--- src/rtl/lsu_pkg.sv ---
// Shared encodings for the load/store unit: funct3 codes, fault causes, FSM states.
package lsu_pkg;

  localparam int unsigned XLEN = 64;

  // RV64I load/store funct3 encodings
  localparam logic [2:0] F3_B   = 3'b000;
  localparam logic [2:0] F3_H   = 3'b001;
  localparam logic [2:0] F3_W   = 3'b010;
  localparam logic [2:0] F3_D   = 3'b011;
  localparam logic [2:0] F3_BU  = 3'b100;
  localparam logic [2:0] F3_HU  = 3'b101;
  localparam logic [2:0] F3_WU  = 3'b110;
  localparam logic [2:0] F3_ILL = 3'b111;

  typedef enum logic [1:0] {
    CAUSE_NONE     = 2'd0,
    CAUSE_MISALIGN = 2'd1,
    CAUSE_ILLEGAL  = 2'd2,
    CAUSE_RANGE    = 2'd3
  } cause_e;

  typedef enum logic [2:0] {
    IDLE  = 3'd0,
    STORE = 3'd1,
    LOAD  = 3'd2,
    LWAIT = 3'd3,
    RESP  = 3'd4
  } lsu_state_e;

  // Request fields kept after acceptance for the load return path
  typedef struct packed {
    logic [2:0] funct3;
    logic [2:0] offset;
  } lsu_req_lat_t;

endpackage

--- src/rtl/load_store_unit_if.sv ---
// Request/response handshake and memory-port bundle for the load/store unit.
interface load_store_unit_if
  import lsu_pkg::*;
#(
  parameter int unsigned WIDTH      = 64,
  parameter int unsigned ADDR_WIDTH = 10
) ();

  logic                    req_valid;
  logic                    req_ready;
  logic                    req_we;
  logic [2:0]              req_funct3;
  logic [XLEN-1:0]         req_addr;
  logic [WIDTH-1:0]        req_wdata;
  logic                    resp_valid;
  logic                    resp_ready;
  logic [WIDTH-1:0]        resp_rdata;
  logic                    resp_err;
  logic [1:0]              resp_cause;
  logic [ADDR_WIDTH-1:0]   mem_addr;
  logic [WIDTH-1:0]        mem_wdata;
  logic [WIDTH/8-1:0]      mem_we;
  logic                    mem_re;
  logic [WIDTH-1:0]        mem_rdata;

  // Requester side: issues requests, consumes responses, provides memory
  modport master (
    output req_valid, req_we, req_funct3, req_addr, req_wdata, resp_ready, mem_rdata,
    input  req_ready, resp_valid, resp_rdata, resp_err, resp_cause,
           mem_addr, mem_wdata, mem_we, mem_re
  );

  // Load/store unit side
  modport slave (
    input  req_valid, req_we, req_funct3, req_addr, req_wdata, resp_ready, mem_rdata,
    output req_ready, resp_valid, resp_rdata, resp_err, resp_cause,
           mem_addr, mem_wdata, mem_we, mem_re
  );

endinterface

--- src/rtl/lsu_load_extend.sv ---
// Combinational load return path: lane shift of the memory word, then sign/zero extension.
module lsu_load_extend
  import lsu_pkg::*;
#(
  parameter int unsigned WIDTH = 64
) (
  input  logic [WIDTH-1:0] rdata,
  input  logic [2:0]       funct3,
  input  logic [2:0]       offset,
  output logic [WIDTH-1:0] ext_data_c
);

  logic [WIDTH-1:0] lane_c;

  // Bring the addressed byte lane down to bit 0 and extend per access type
  always_comb begin
    lane_c = rdata >> {offset, 3'b000};
    case (funct3)
      F3_B:    ext_data_c = {{(WIDTH-8){lane_c[7]}},   lane_c[7:0]};
      F3_H:    ext_data_c = {{(WIDTH-16){lane_c[15]}}, lane_c[15:0]};
      F3_W:    ext_data_c = {{(WIDTH-32){lane_c[31]}}, lane_c[31:0]};
      F3_D:    ext_data_c = lane_c;
      F3_BU:   ext_data_c = {{(WIDTH-8){1'b0}},  lane_c[7:0]};
      F3_HU:   ext_data_c = {{(WIDTH-16){1'b0}}, lane_c[15:0]};
      F3_WU:   ext_data_c = {{(WIDTH-32){1'b0}}, lane_c[31:0]};
      default: ext_data_c = '0;
    endcase
  end

endmodule

--- src/rtl/load_store_unit.sv ---
// Single-outstanding load/store unit: fault screening, byte-lane store, load with extension.
module load_store_unit
  import lsu_pkg::*;
#(
  parameter int unsigned WIDTH      = 64,
  parameter int unsigned ADDR_WIDTH = 10
) (
  input  logic             clk,
  input  logic             rst,
  load_store_unit_if.slave bus
);

  localparam int unsigned NB = WIDTH / 8;
  localparam int unsigned HI = ADDR_WIDTH + 3;

  lsu_state_e            state_q, state_d;
  lsu_req_lat_t          lat_q, lat_d;
  logic                  req_ready_q, req_ready_d;
  logic                  resp_valid_q, resp_valid_d;
  logic [WIDTH-1:0]      resp_rdata_q, resp_rdata_d;
  logic                  resp_err_q, resp_err_d;
  cause_e                resp_cause_q, resp_cause_d;
  logic [ADDR_WIDTH-1:0] mem_addr_q, mem_addr_d;
  logic [WIDTH-1:0]      mem_wdata_q, mem_wdata_d;
  logic [NB-1:0]         mem_we_q, mem_we_d;
  logic                  mem_re_q, mem_re_d;

  logic [2:0]            off_c;
  logic                  illegal_c, misalign_c, range_c;
  cause_e                cause_c;
  logic [NB-1:0]         mask_c;
  logic [WIDTH-1:0]      ext_c;

  lsu_load_extend #(.WIDTH(WIDTH)) u_extend (
    .rdata      (bus.mem_rdata),
    .funct3     (lat_q.funct3),
    .offset     (lat_q.offset),
    .ext_data_c (ext_c)
  );

  // Classify the offered request: fault cause in priority order and store byte mask
  always_comb begin
    off_c      = bus.req_addr[2:0];
    illegal_c  = bus.req_we ? bus.req_funct3[2] : (bus.req_funct3 == F3_ILL);
    misalign_c = 1'b0;
    mask_c     = '0;
    case (bus.req_funct3[1:0])
      2'd0: begin misalign_c = 1'b0;             mask_c = NB'(8'h01); end
      2'd1: begin misalign_c = off_c[0];         mask_c = NB'(8'h03); end
      2'd2: begin misalign_c = |off_c[1:0];      mask_c = NB'(8'h0F); end
      default: begin misalign_c = |off_c;        mask_c = NB'(8'hFF); end
    endcase
    range_c = |(bus.req_addr >> HI);
    if (illegal_c)       cause_c = CAUSE_ILLEGAL;
    else if (misalign_c) cause_c = CAUSE_MISALIGN;
    else if (range_c)    cause_c = CAUSE_RANGE;
    else                 cause_c = CAUSE_NONE;
  end

  // Next state and next values of every registered output
  always_comb begin
    state_d      = state_q;
    lat_d        = lat_q;
    req_ready_d  = 1'b0;
    resp_valid_d = 1'b0;
    resp_rdata_d = resp_rdata_q;
    resp_err_d   = resp_err_q;
    resp_cause_d = resp_cause_q;
    mem_addr_d   = '0;
    mem_wdata_d  = '0;
    mem_we_d     = '0;
    mem_re_d     = 1'b0;
    case (state_q)
      IDLE: begin
        req_ready_d = 1'b1;
        if (bus.req_valid) begin
          req_ready_d  = 1'b0;
          lat_d.funct3 = bus.req_funct3;
          lat_d.offset = off_c;
          if (cause_c != CAUSE_NONE) begin
            // Faulted requests never touch memory
            state_d      = RESP;
            resp_valid_d = 1'b1;
            resp_rdata_d = '0;
            resp_err_d   = 1'b1;
            resp_cause_d = cause_c;
          end else begin
            mem_addr_d = bus.req_addr[HI-1:3];
            if (bus.req_we) begin
              state_d     = STORE;
              mem_wdata_d = bus.req_wdata << {off_c, 3'b000};
              mem_we_d    = mask_c << off_c;
            end else begin
              state_d  = LOAD;
              mem_re_d = 1'b1;
            end
          end
        end
      end
      STORE: begin
        state_d      = RESP;
        resp_valid_d = 1'b1;
        resp_rdata_d = '0;
        resp_err_d   = 1'b0;
        resp_cause_d = CAUSE_NONE;
      end
      LOAD: begin
        state_d = LWAIT;
      end
      LWAIT: begin
        state_d      = RESP;
        resp_valid_d = 1'b1;
        resp_rdata_d = ext_c;
        resp_err_d   = 1'b0;
        resp_cause_d = CAUSE_NONE;
      end
      RESP: begin
        if (bus.resp_ready) begin
          state_d      = IDLE;
          req_ready_d  = 1'b1;
          resp_rdata_d = '0;
          resp_err_d   = 1'b0;
          resp_cause_d = CAUSE_NONE;
        end else begin
          resp_valid_d = 1'b1;
        end
      end
      default: begin
        state_d     = IDLE;
        req_ready_d = 1'b1;
      end
    endcase
  end

  // State and output registers; reset abandons any in-flight request
  always_ff @(posedge clk or negedge rst) begin
    if (!rst) begin
      state_q      <= IDLE;
      lat_q        <= '0;
      req_ready_q  <= 1'b1;
      resp_valid_q <= 1'b0;
      resp_rdata_q <= '0;
      resp_err_q   <= 1'b0;
      resp_cause_q <= CAUSE_NONE;
      mem_addr_q   <= '0;
      mem_wdata_q  <= '0;
      mem_we_q     <= '0;
      mem_re_q     <= 1'b0;
    end else begin
      state_q      <= state_d;
      lat_q        <= lat_d;
      req_ready_q  <= req_ready_d;
      resp_valid_q <= resp_valid_d;
      resp_rdata_q <= resp_rdata_d;
      resp_err_q   <= resp_err_d;
      resp_cause_q <= resp_cause_d;
      mem_addr_q   <= mem_addr_d;
      mem_wdata_q  <= mem_wdata_d;
      mem_we_q     <= mem_we_d;
      mem_re_q     <= mem_re_d;
    end
  end

  assign bus.req_ready  = req_ready_q;
  assign bus.resp_valid = resp_valid_q;
  assign bus.resp_rdata = resp_rdata_q;
  assign bus.resp_err   = resp_err_q;
  assign bus.resp_cause = resp_cause_q;
  assign bus.mem_addr   = mem_addr_q;
  assign bus.mem_wdata  = mem_wdata_q;
  assign bus.mem_we     = mem_we_q;
  assign bus.mem_re     = mem_re_q;

endmodule

--- src/flat_wrapper.sv ---
// flat-port wrapper written by rule: the top's interface ports become plain ports
module load_store_unit_flat import lsu_pkg::*;
#(
  parameter int unsigned WIDTH      = 64,
  parameter int unsigned ADDR_WIDTH = 10
)
  (clk, rst, bus_req_valid, bus_req_we, bus_req_funct3, bus_req_addr, bus_req_wdata, bus_resp_ready, bus_mem_rdata, bus_req_ready, bus_resp_valid, bus_resp_rdata, bus_resp_err, bus_resp_cause, bus_mem_addr, bus_mem_wdata, bus_mem_we, bus_mem_re);
  load_store_unit_if #(.WIDTH(WIDTH), .ADDR_WIDTH(ADDR_WIDTH)) bus_i ();
  input  logic clk;
  input  logic rst;
  input wire logic [$bits(bus_i.req_valid)-1:0] bus_req_valid;
  input wire logic [$bits(bus_i.req_we)-1:0] bus_req_we;
  input wire logic [$bits(bus_i.req_funct3)-1:0] bus_req_funct3;
  input wire logic [$bits(bus_i.req_addr)-1:0] bus_req_addr;
  input wire logic [$bits(bus_i.req_wdata)-1:0] bus_req_wdata;
  input wire logic [$bits(bus_i.resp_ready)-1:0] bus_resp_ready;
  input wire logic [$bits(bus_i.mem_rdata)-1:0] bus_mem_rdata;
  output wire logic [$bits(bus_i.req_ready)-1:0] bus_req_ready;
  output wire logic [$bits(bus_i.resp_valid)-1:0] bus_resp_valid;
  output wire logic [$bits(bus_i.resp_rdata)-1:0] bus_resp_rdata;
  output wire logic [$bits(bus_i.resp_err)-1:0] bus_resp_err;
  output wire logic [$bits(bus_i.resp_cause)-1:0] bus_resp_cause;
  output wire logic [$bits(bus_i.mem_addr)-1:0] bus_mem_addr;
  output wire logic [$bits(bus_i.mem_wdata)-1:0] bus_mem_wdata;
  output wire logic [$bits(bus_i.mem_we)-1:0] bus_mem_we;
  output wire logic [$bits(bus_i.mem_re)-1:0] bus_mem_re;
  assign bus_i.req_valid = bus_req_valid;
  assign bus_i.req_we = bus_req_we;
  assign bus_i.req_funct3 = bus_req_funct3;
  assign bus_i.req_addr = bus_req_addr;
  assign bus_i.req_wdata = bus_req_wdata;
  assign bus_i.resp_ready = bus_resp_ready;
  assign bus_i.mem_rdata = bus_mem_rdata;
  assign bus_req_ready = bus_i.req_ready;
  assign bus_resp_valid = bus_i.resp_valid;
  assign bus_resp_rdata = bus_i.resp_rdata;
  assign bus_resp_err = bus_i.resp_err;
  assign bus_resp_cause = bus_i.resp_cause;
  assign bus_mem_addr = bus_i.mem_addr;
  assign bus_mem_wdata = bus_i.mem_wdata;
  assign bus_mem_we = bus_i.mem_we;
  assign bus_mem_re = bus_i.mem_re;
  load_store_unit #(.WIDTH(WIDTH), .ADDR_WIDTH(ADDR_WIDTH)) u_core (.clk(clk), .rst(rst), .bus(bus_i));
endmodule
--- config.mk ---
export PLATFORM = sky130hd
export DESIGN_NAME = load_store_unit_flat
export DESIGN_NICKNAME = d
export VERILOG_FILES = /design/src/rtl/lsu_pkg.sv /design/src/rtl/load_store_unit_if.sv /design/src/rtl/lsu_load_extend.sv /design/src/rtl/load_store_unit.sv /design/src/flat_wrapper.sv
export SDC_FILE = /design/constraint.sdc
export NUM_CORES = 1
export LEC_CHECK = 0
export BUFFER_PORTS_ARGS = -buffer_cell sky130_fd_sc_hd__buf_2
export CAP_MARGIN = 10
export CORE_ASPECT_RATIO = 0.6
export CORE_MARGIN = 5
export CORE_UTILIZATION = 39
export CTS_CLUSTER_SIZE = 40
export DETAILED_ROUTE_END_ITERATION = 7
export HOLD_SLACK_MARGIN = 0.08
export PLACE_DENSITY_LB_ADDON = 0.3
export SETUP_SLACK_MARGIN = 0.4
export SYNTH_ARGS = -nofsm -noshare
export SYNTH_HDL_FRONTEND = slang
export SYNTH_SLANG_ARGS = --single-unit
--- constraint.sdc ---
create_clock -name clk -period 5.33 [get_ports clk]
set_clock_uncertainty 0.05 [all_clocks]
set_input_delay 0.533 -clock clk [delete_from_list [all_inputs] [get_ports clk]]
set_output_delay 0.533 -clock clk [all_outputs]
set_load 0.02 [all_outputs]
; Word-level counts from Yosys, hierarchy flattened
; Index checks and enable logic that the tools add are counted.
[word_totals]
n_memories = 0
latchBits = 0
ram_bits = 0
reg_bits = 161
rom_bits = 0
word_cells = 92
[classes]
mul = 0
div_mod_pow = 0
magnitude_cmp = 0
add_sub_neg = 0
bitwise_logic = 0
n_eq_ne = 16
shifts = 3
muxes = 46
reduce_logical = 15
[ops]
columns = op, count
row1 = 2-to-1 mux 64 bit, 7
row2 = one-hot mux 64 bit (7 select lines), 1
row3 = one-hot mux 64 bit (4 select lines), 1
row4 = left shift 64 x 6 -> 64 bit, 1
row5 = right shift 64 x 6 -> 64 bit, 1
row6 = OR reduction 51 bit, 1
row7 = 2-to-1 mux 8 bit, 4
row8 = 2-to-1 mux 10 bit, 3
row9 = one-hot mux 8 bit (3 select lines), 1
row10 = == test 3 bit (second input constant), 5
row11 = 2-to-1 mux 2 bit, 7
row12 = 2-to-1 mux 1 bit, 13
row13 = == test 3 x 2 -> 1 bit (second input constant), 4
row14 = one-hot mux 1 bit (3 select lines), 4
row15 = one-hot mux 3 bit (4 select lines), 1
row16 = 2-to-1 mux 3 bit, 3
row17 = AND reduction 4 bit, 2
row18 = left shift 8 x 3 -> 8 bit, 1
row19 = == test 3 x 1 -> 1 bit (second input constant), 2
row20 = logical NOT 3 bit, 2
row21 = one-hot mux 2 bit (3 select lines), 1
row22 = OR reduction 3 bit, 2
row23 = != test 2 bit (second input constant), 2
row24 = AND reduction 2 bit, 2
row25 = other kinds (8), 9

; Depth between registers and ports, before layout
; Gate-level depths: netlist (run 1).
[depth]
word_depth = 8
ltp_mapped = 9

; Cells and area by module
; From an unflattened synthesis (run 1), not the netlist that was laid out.
[unflattened]
cells_unflattened = 931
hier_area_um2 = 9695.5
[by_module_without_submodules]
columns = module, cells_per_inst, area_per_inst_um2, n_inst
row1 = load_store_unit, 642, 7161.9, 1
row2 = lsu_load_extend, 289, 2533.7, 1

; Worst setup path before layout (run 1)
; OpenSTA, ideal clock, no wires.
[synth_timing]
kind = input -> register
start = input port bus_req_funct3[1]
end = register u_core.mem_we_q[1] (netlist: u_core.bus.mem_we[1])
path_stages = 7
setup_ns = 0.087
arrival_ns = 2.061
path_slack_ns = 3.132
cell_sequence = buf_2 or2_1 o2bb2ai_2 nor4_4 nand4_2 buf_2 a211oi_2
[synth_via]
elab_chain_cells = 8
elab_cells_between_ends = 15
[synth_rtl]
columns = element, line_no
row1 = "start, declared", flat_wrapper.sv:13  ; input wire logic [$bits(bus_i.req_funct3)-1:0] bus_req_funct3;
row2 = "parallel branches: the longest is 5 deep, another holds one-hot mux 8 bit (3 select lines)", -
row3 = 2-to-1 mux 8 bit *, load_store_unit.sv:80  ; if (cause_c != CAUSE_NONE) begin
row4 = 2-to-1 mux 8 bit *, load_store_unit.sv:76  ; if (bus.req_valid) begin
row5 = 2-to-1 mux 8 bit *, load_store_unit.sv:73  ; case (state_q)
row6 = net u_core.mem_we_d[1], load_store_unit.sv:25  ; logic [NB-1:0] mem_we_q, mem_we_d;
row7 = "end signal, assigned", load_store_unit.sv:159  ; mem_we_q <= mem_we_d;
row8 = "end, declared", load_store_unit.sv:25
; Mark *: on every way through the listed nets, which the timed path passes.
; A chain may end at the register's enable or synchronous reset.

; Worst setup path in the final report (run 1)
[layout_timing]
start = register u_core.state_q[2]
end = register u_core.mem_wdata_q[14] (netlist: u_core.bus.mem_wdata[14])
[layout_via]
elab_chain_cells = 2
[layout_rtl]
columns = element, line_no
row1 = "start, declared", load_store_unit.sv:16  ; lsu_state_e state_q, state_d;
row2 = "start signal, assigned", load_store_unit.sv:150  ; state_q <= state_d;
row3 = logical NOT 3 bit, load_store_unit.sv:73
row4 = 2-to-1 mux 64 bit, load_store_unit.sv:73
row5 = net u_core.mem_wdata_d[14], load_store_unit.sv:24  ; logic [WIDTH-1:0] mem_wdata_q, mem_wdata_d;
row6 = "end signal, assigned", load_store_unit.sv:158  ; mem_wdata_q <= mem_wdata_d;
row7 = "end, declared", load_store_unit.sv:24
; The timed path passes the listed nets, and every way through them passes these cells.

==> impl_metrics.csv, run 1 <==
group,metric,value,unit
detailed_routing,drt-wirelength-per-cell,22.91,um
clock_tree,cts_resized,0,
place,globalplace.congestion,0.9951,
power_and_ir_drop,max-vdd-ir-drop,207.1,uV
detailed_routing,ant_nets,0,
clock_tree,ctsHtreeMaxLevel,4,
synth,synthesis.instances,894,
clock_tree,post_cts_buffers,0,
synth,ys_types,64,
floorplanning,ios,352,
sta,period_needed,3.485,ns
layout,fin_cells,1532,
global_routing,grt-ovfl-total,0,
synth,synth-seq-cells,161,
synth,yosys-top-cells-area,"dfrtp_1, mux2i_1, mux2_2",
floorplanning,row_count,43,
floorplanning,die_w,207.4,um
synth,async_flop_share,100.0,%
sta,finalCritPeriodShare,65.39,%
sta,tns,0,ns
detailed_routing,initialDrtViolationCount,779,
critical_path,start_kind,"flip-flop",
place,io_buffers,351,
synth,synth_mux_area_share,16.76,%
synth,synth_top_family_by_area,"compound AO/OA/AOI/OAI gates",
place,hpwl,26.92,mm
synth,ys_warn_count,0,
global_routing,grtUsageTotal,25.46,%
detailed_routing,viasPerCell,5.662,
synth,syn_avg_cell_area,10.20,um^2
global_routing,grt_pass1_wl,52.35,mm
synth,synth_area,0.009115,mm^2
clock_tree,clockBufferDepth,2,
sta,slew-limit-headroom,18.67,%
power_and_ir_drop,p_seq_share,38.9,%
detailed_routing,drc,0,
detailed_routing,finalWirelength,35.09,mm
power_and_ir_drop,p_sw_share,32.54,%
sta,finalHoldViolCount,0,
hold_path,hold_class,"in -> reg",
layout,drive_gt1_share,38.24,%
clock_tree,cts_made_buffers,17,
sta,slew_violations,0,
power_and_ir_drop,p_leak,0.006117,uW
synth,yosys.area.top_type,"dfrtp_1",
floorplanning,initial_core_util,39.58,%
global_routing,grt_max_degree,72,
floorplanning,die_h,128.4,um
critical_path,endpoint_kind,"flip-flop",
critical_path,cp.required,5.58,ns
detailed_routing,num_vias,8674,
power_and_ir_drop,p_int,2249,uW
floorplanning,core,0.02303,mm^2
layout,final_util,50.40,%
sta,fmax,286.9,MHz
synth,synth_edf_count,0,
floorplanning,dieArea,0.02663,mm^2
synth,yosys.area_share.simple,15.32,%
synth,synth-xor-area-share,0,%
clock_tree,cts_root_buf,"clkbuf_16",
power_and_ir_drop,switching_power,1085,uW
synth,seq_area_frac_synth,44.21,%
synth,synth-compound-area-share,19.45,%
clock_tree,cts_tree,"built",
place,dp.cells,1498,
flow_run,drv_cap,0,
global_routing,grt_pass1_vias,8442,
critical_path,critPathKind,"reg -> reg",
clock_tree,insertion_delay,0.42,ns
layout,area_delta_synth_final,27.32,%
sta,rsz0062_at_grt,"no",
synth,yosys.area_share.adder,0,%
power_and_ir_drop,pwr-share-comb,24.6,%
sta,tightest_slew,1.218,ns
detailed_routing,dr.pass1.iters,5,
critical_path,r2r_cells,5,
sta,setup_viol,0,
critical_path,cp_max_fo,36,
synth,synth_fp_nets,1094,
global_routing,antenna_found_initial,1,
layout,nets,1403,
power_and_ir_drop,p_clk_share,36.5,%
clock_tree,cts_num_sinks,161,
hold_path,worstHoldPathCells,2,
synth,ys.flop_type,"dfrtp_1",
outcome,status,"completed",
power_and_ir_drop,power_density,287.3,mW/mm^2
clock_tree,path_clk_slew,0.07,ns
critical_path,cp.arrival,3.73,ns
synth,synth_top_area_share,43.93,%
## placed cells by master (no fill, tap or decap), drive strengths merged, types with 15 or more instances in the layout
cell type  count
a211o         32
a211oi        33
a21oi         53
a221o         16
a22oi         17
buf          365
clkbuf        20
dfrtp        160
mux2          42
mux2i         78
nand2         68
nor2          92
nor2b         44
nor3          17
nor4          15
o21ai         24
o2bb2ai       18
## kinds of logic after synthesis
logic type      count (synthesis)
simple gates                  282
compound gates                239
flops                         161
mux                           132
buf+inv                        80
## flip-flops by register name, indices dropped and copies added, names as in the netlist
signal                 flops
u_core.bus.mem_wdata      64
u_core.bus.resp_rdata     64
u_core.bus.mem_addr       10
u_core.bus.mem_we          8
u_core.lat_q               6
u_core.state_q             3
u_core.bus.resp_cause      2
u_core.bus.mem_re          1
u_core.bus.req_ready       1
u_core.bus.resp_err        1
u_core.bus.resp_valid      1
## worst max-delay path: stages (launching register included)
cell and delay (ns):
dfrtp_1 0.52, nor3_2 0.32, nand2_1 0.39, nor2_1 0.58, nand4_2 0.91, nor3_1 0.56
## power groups by stage
stage	logic (uW)	registers, uW	clock network [uW]
final	820	1300	1220
after global routing	883	1300	1300
after CTS	802	1290	1240
after detailed placement	797	1320	0
after global placement	797	1320	0
after floorplan	547	1280	0
## layer usage
metal	GRT usage [%]	share of wire [%]
met1	37.80	46
met3	9.966	11
met4	5.439	1.5
met2	35.07	42
met5	0	0
## area by class of cell
type,instances,area [um^2]
Timing Repair Buffer,366,1883
Clock inverter,12,123.9
Clock buffer,20,456.7
Multi-Input combinational cell,653,4697
Fill cell,2261,11420
Sequential cell,161,4033
Tap cell,315,394.1
Inverter,4,15.01
Antenna cell,1,2.502
## synth_stat cells, drive strengths merged, types with 2 or more instances
library cell    n
dfrtp         160
nor2           92
mux2i          78
nand2          68
a21oi          53
buf            44
nor2b          44
mux2           42
a211oi         33
a211o          32
clkbuf         32
o21ai          24
o2bb2ai        18
a22oi          17
nor3           17
a221o          16
nor4           15
mux4           12
and2           11
a31oi           8
o22a            8
a2bb2oi         7
nand3b          7
a222oi          6
nand3           6
nand4           5
a21o            3
inv             3
nand2b          3
o21a            3
or3             3
a22o            2
and3            2
nor3b           2
or2             2
or4b            2
## through the flow
step                setup WS (ns)  power (uW)  instance area [um^2]  hold slack [ns]
finish                      1.845        3334                 11600           0.2609
global route                1.434        3481                 11600           0.2402
CTS                         1.899        3335                 11600           0.2407
detailed placement          1.936        2114                 11010           0.4149
global placement            1.943        2113                 11010           0.4071
floorplan                   3.132        1832                  9115           0.1874
## repair_timing
| item | in CTS | in global routing |
|---|---|---|
| endpoints found under the hold margin | 5 | 0 |
| setup endpoints to repair | 0 | 0 |
| hold buffers | 1 | 0 |
## final timing paths
kind / end / slack [ns] / startpoint
setup / recovery: u_core.bus.mem_wdata[14] / 1.84 / u_core.state_q[2]
hold / removal: u_core.bus.mem_addr[1] / 0.26 / bus_req_addr[4]
setup reg to reg: u_core.bus.mem_wdata[14] / 1.84 / u_core.state_q[2]
hold reg to reg: u_core.bus.resp_rdata[7] / 0.43 / u_core.bus.resp_rdata[7]
max in group asynchronous: u_core.bus.mem_wdata[25] / 3.42 / rst
min in group asynchronous: u_core.bus.mem_wdata[5] / 0.65 / rst
No activity file was read; power rests on OpenSTA's default activity.
==> run 2: changes to the inputs <==
--- a/config.mk
+++ b/config.mk
@@ -5,6 +5,7 @@
 export SDC_FILE = /design/constraint.sdc
 export NUM_CORES = 1
 export LEC_CHECK = 0
+export ABC_AREA = 1
 export BUFFER_PORTS_ARGS = -buffer_cell sky130_fd_sc_hd__buf_2
 export CAP_MARGIN = 10
 export CORE_ASPECT_RATIO = 0.6
==> constraint.sdc (replaced) <==
create_clock -name clk -period 3.06 [get_ports clk]
set_clock_uncertainty 0.05 [all_clocks]
set_input_delay 0.306 -clock clk [delete_from_list [all_inputs] [get_ports clk]]
set_output_delay 0.306 -clock clk [all_outputs]
set_load 0.02 [all_outputs]
==> run 2 against run 1 <==
Count of clock-buffer cells in the layout down 1. Final cell count up 34%. Clock power rose by 72%. Sequential cell count unchanged. Cell area rose by 7.3%. Critical endpoint is now u_core.bus.resp_rdata[20].
==> impl_metrics.csv, run 2 <==
group,metric,value,unit
clock_tree,cts_tree,"built",
critical_path,reg2reg_to,"u_core.bus.resp_rdata[20]",
layout,fin_area,0.01246,mm^2
critical_path,endpoint_kind,"flip-flop",
global_routing,grt_pass1_wl,61.61,mm
critical_path,r2r_cells,9,
layout,final_util,50.96,%
sta,finalHoldViolCount,0,
sta,fmax,410.7,MHz
layout,num-fill-cells,2435,
place,io_buffers,351,
synth,synth_fp_nets,1604,
synth,synth_mux_area_share,1.637,%
sta,tns,0,ns
synth,syn_avg_cell_area,6.968,um^2
synth,async_flop_share,100.0,%
layout,mostFrequentLayoutCells,"nand2_1, buf_2, dfrtp_1",
synth,yosys.area.top_type,"dfrtp_1",
layout,fin_cells,2054,
detailed_routing,drc,0,
global_routing,antenna_found_initial,1,
critical_path,crit_path_frequent_cell,"nand2_1",
synth,yosys.area_share.simple,34.91,%
synth,synth-seq-cells,161,
synth,synth_area,0.009783,mm^2
clock_tree,cts_num_sinks,161,
synth,synth-xor-area-share,0,%
hold_path,hold_class,"in -> reg",
synth,synth-compound-area-share,13.52,%
floorplanning,row_count,44,
critical_path,critPathKind,"reg -> reg",
critical_path,cp.required,3.32,ns
detailed_routing,initialDrtViolationCount,1298,
sta,finalCritPeriodShare,79.57,%
sta,setup_viol,0,
outcome,status,"completed",
detailed_routing,viasPerCell,5.401,
synth,ys.flop_type,"dfrtp_1",
synth,synthesis.instances,1404,
hold_path,worstHoldPathCells,3,
synth,yosys.area_share.adder,0,%
place,hpwl,31.54,mm
global_routing,grt_max_degree,81,
hold_path,whs_endpoint,"u_core.bus.mem_re",
synth,ys_warn_count,0,
power_and_ir_drop,p_leak,0.007086,uW
sta,rsz0062_at_grt,"no",
clock_tree,cts_made_buffers,17,
synth,yosys.cell_count.top_type,"nand2_1",
global_routing,grt-ovfl-total,0,
critical_path,timing.rr.start,"u_core.lat_q[1]",
synth,synth_top_family_by_area,"simple AND/OR/NAND/NOR gates",
detailed_routing,dr.pass1.iters,7,
clock_tree,ctsHtreeMaxLevel,4,
floorplanning,dieArea,0.02846,mm^2
clock_tree,clockBufferDepth,2,
clock_tree,insertion_delay,0.43,ns
clock_tree,post_cts_buffers,0,
critical_path,cp_max_fo,80,
critical_path,r2r_setup_slack,0.63,ns
floorplanning,ios,352,
synth,yosys-top-cells-area,"dfrtp_1, nand2_1, o21ai_0",
critical_path,start_kind,"flip-flop",
power_and_ir_drop,power_density,507.2,mW/mm^2
critical_path,cpPeakStageDelay,0.57,ns
critical_path,crit_chain,"buf_4 -> nand2_1 -> o21ai_0 -> nand2_1 -> nand3_1 -> buf_4 -> nand3_1 -> nand2_1 -> nand2_1",
sta,slew_violations,0,
global_routing,grt_pass1_vias,9875,
critical_path,cp.arrival,2.70,ns
sta,whs,0.1204,ns
detailed_routing,num_vias,11093,
detailed_routing,finalWirelength,41.78,mm
floorplanning,core,0.02444,mm^2
clock_tree,path_clk_slew,0.06,ns
critical_path,cpMaxStageDelayCell,"buf_4",
hold_path,hold_start,"bus_req_valid",
place,globalplace.congestion,1.032,
clock_tree,cts_resized,0,
layout,area_delta_synth_final,27.33,%
synth,synth_top_area_share,40.93,%
clock_tree,cts_root_buf,"clkbuf_16",
synth,synth_edf_count,0,
detailed_routing,drt-wirelength-per-cell,20.34,um
sta,tightest_slew,0.9130,ns
floorplanning,die_h,132.7,um
synth,synthTopCellsByCount,"nand2_1, dfrtp_1, o21ai_0, nor2_1, nand4_1",
power_and_ir_drop,max-vdd-ir-drop,364.4,uV
place,placed_area,0.01171,mm^2
place,dp.cells,2003,
synth,seq_area_frac_synth,41.19,%
layout,nets,1918,
flow_run,drv_cap,0,
sta,period_needed,2.435,ns
detailed_routing,ant_nets,0,
floorplanning,initial_core_util,40.02,%
sta,slew-limit-headroom,38.85,%
layout,drive_gt1_share,26.05,%
layout,final_common_cell,"nand2_1",
synth,ys_types,36,
global_routing,grtUsageTotal,27.91,%
floorplanning,die_w,214.5,um
## run 2: cell types whose count changed in the layout (fill, tap and decap cells not counted), sizes merged, moves of 42 or more
cell   previous run  this run
nand2            68       519
mux2i            78        16
nand3             6        56
nor2b            44         0
inv               8        90
mux2             42         0
o21ai            24       127
nand4             5        88
## run 2: how the worst max path moves through the flow
stage | start | end | slack [ns]
final | u_core.lat_q[1] | u_core.bus.resp_rdata[20] | 0.63
after global routing | u_core.lat_q[0] | u_core.bus.resp_rdata[39] | 0.45
after CTS | u_core.lat_q[0] | u_core.bus.resp_rdata[20] | 0.68
after detailed placement | bus_req_addr[20] | u_core.bus.mem_wdata[7] | 0.68
after global placement | bus_req_addr[20] | u_core.bus.mem_wdata[3] | 0.73
after floorplan | bus_req_addr[1] | u_core.bus.resp_rdata[33] | 1.38
## run 2: layer usage
metal  global-route usage [%]  vias to the layer above  wire, um  share of wire (%)
li1                         -                     5242         -                  -
met5                        0                        -         0                  0
met4                    4.719                        0       359               0.86
met2                    35.84                      645     16300                 39
met3                    14.79                       29      6082                 15
met1                    41.43                     5177     19040                 46
## run 2: through the flow
step	power, uW	setup slack, ns
floorplan	3445	1.378
global placement	4132	0.7286
detailed placement	4132	0.6773
CTS	6261	0.6832
global route	6608	0.4461
finish	6318	0.6250
## run 2: what timing repair did
| action | in CTS | in global routing |
|---|---|---|
| hold buffers | 18 | 0 |
| endpoints found under the hold margin | 83 | 0 |
| endpoints found under the setup margin | 0 | 0 |
## run 2: final cells by class
| type | instances | area (um^2) | share of cell area, % |
|---|---|---|---|
| clock inverter | 13 | 127.6 | 1.025 |
| multi-input combinational | 1049 | 4912 | 39.43 |
| sequential | 161 | 4033 | 32.37 |
| clock buffer | 19 | 432.9 | 3.475 |
| tap | 322 | 402.9 | 3.234 |
| inverter | 86 | 322.8 | 2.591 |
| timing repair buffer | 403 | 2223 | 17.85 |
| antenna | 1 | 2.502 | 0.02009 |
## run 2: logic make-up after synthesis
family	after synthesis
compound gates	233
buf+inv	194
flops	161
mux	16
simple gates	800
## run 2: worst max-delay path, delay by kind of cell, from the launching register on
kind / cells / cell delay [ns]
buffers and inverters: 2 / 1.00
AO/OA/AOI/OAI: 1 / 0.13
flip-flops: 1 / 0.36
AND/OR/NAND/NOR: 6 / 0.71
## run 2: power by group
| group | internal, uW | switching, uW |
|---|---|---|
| clock | 1140 | 965 |
| combinational | 596 | 1400 |
| sequential | 2160 | 57.6 |
| total | 3890 | 2430 |
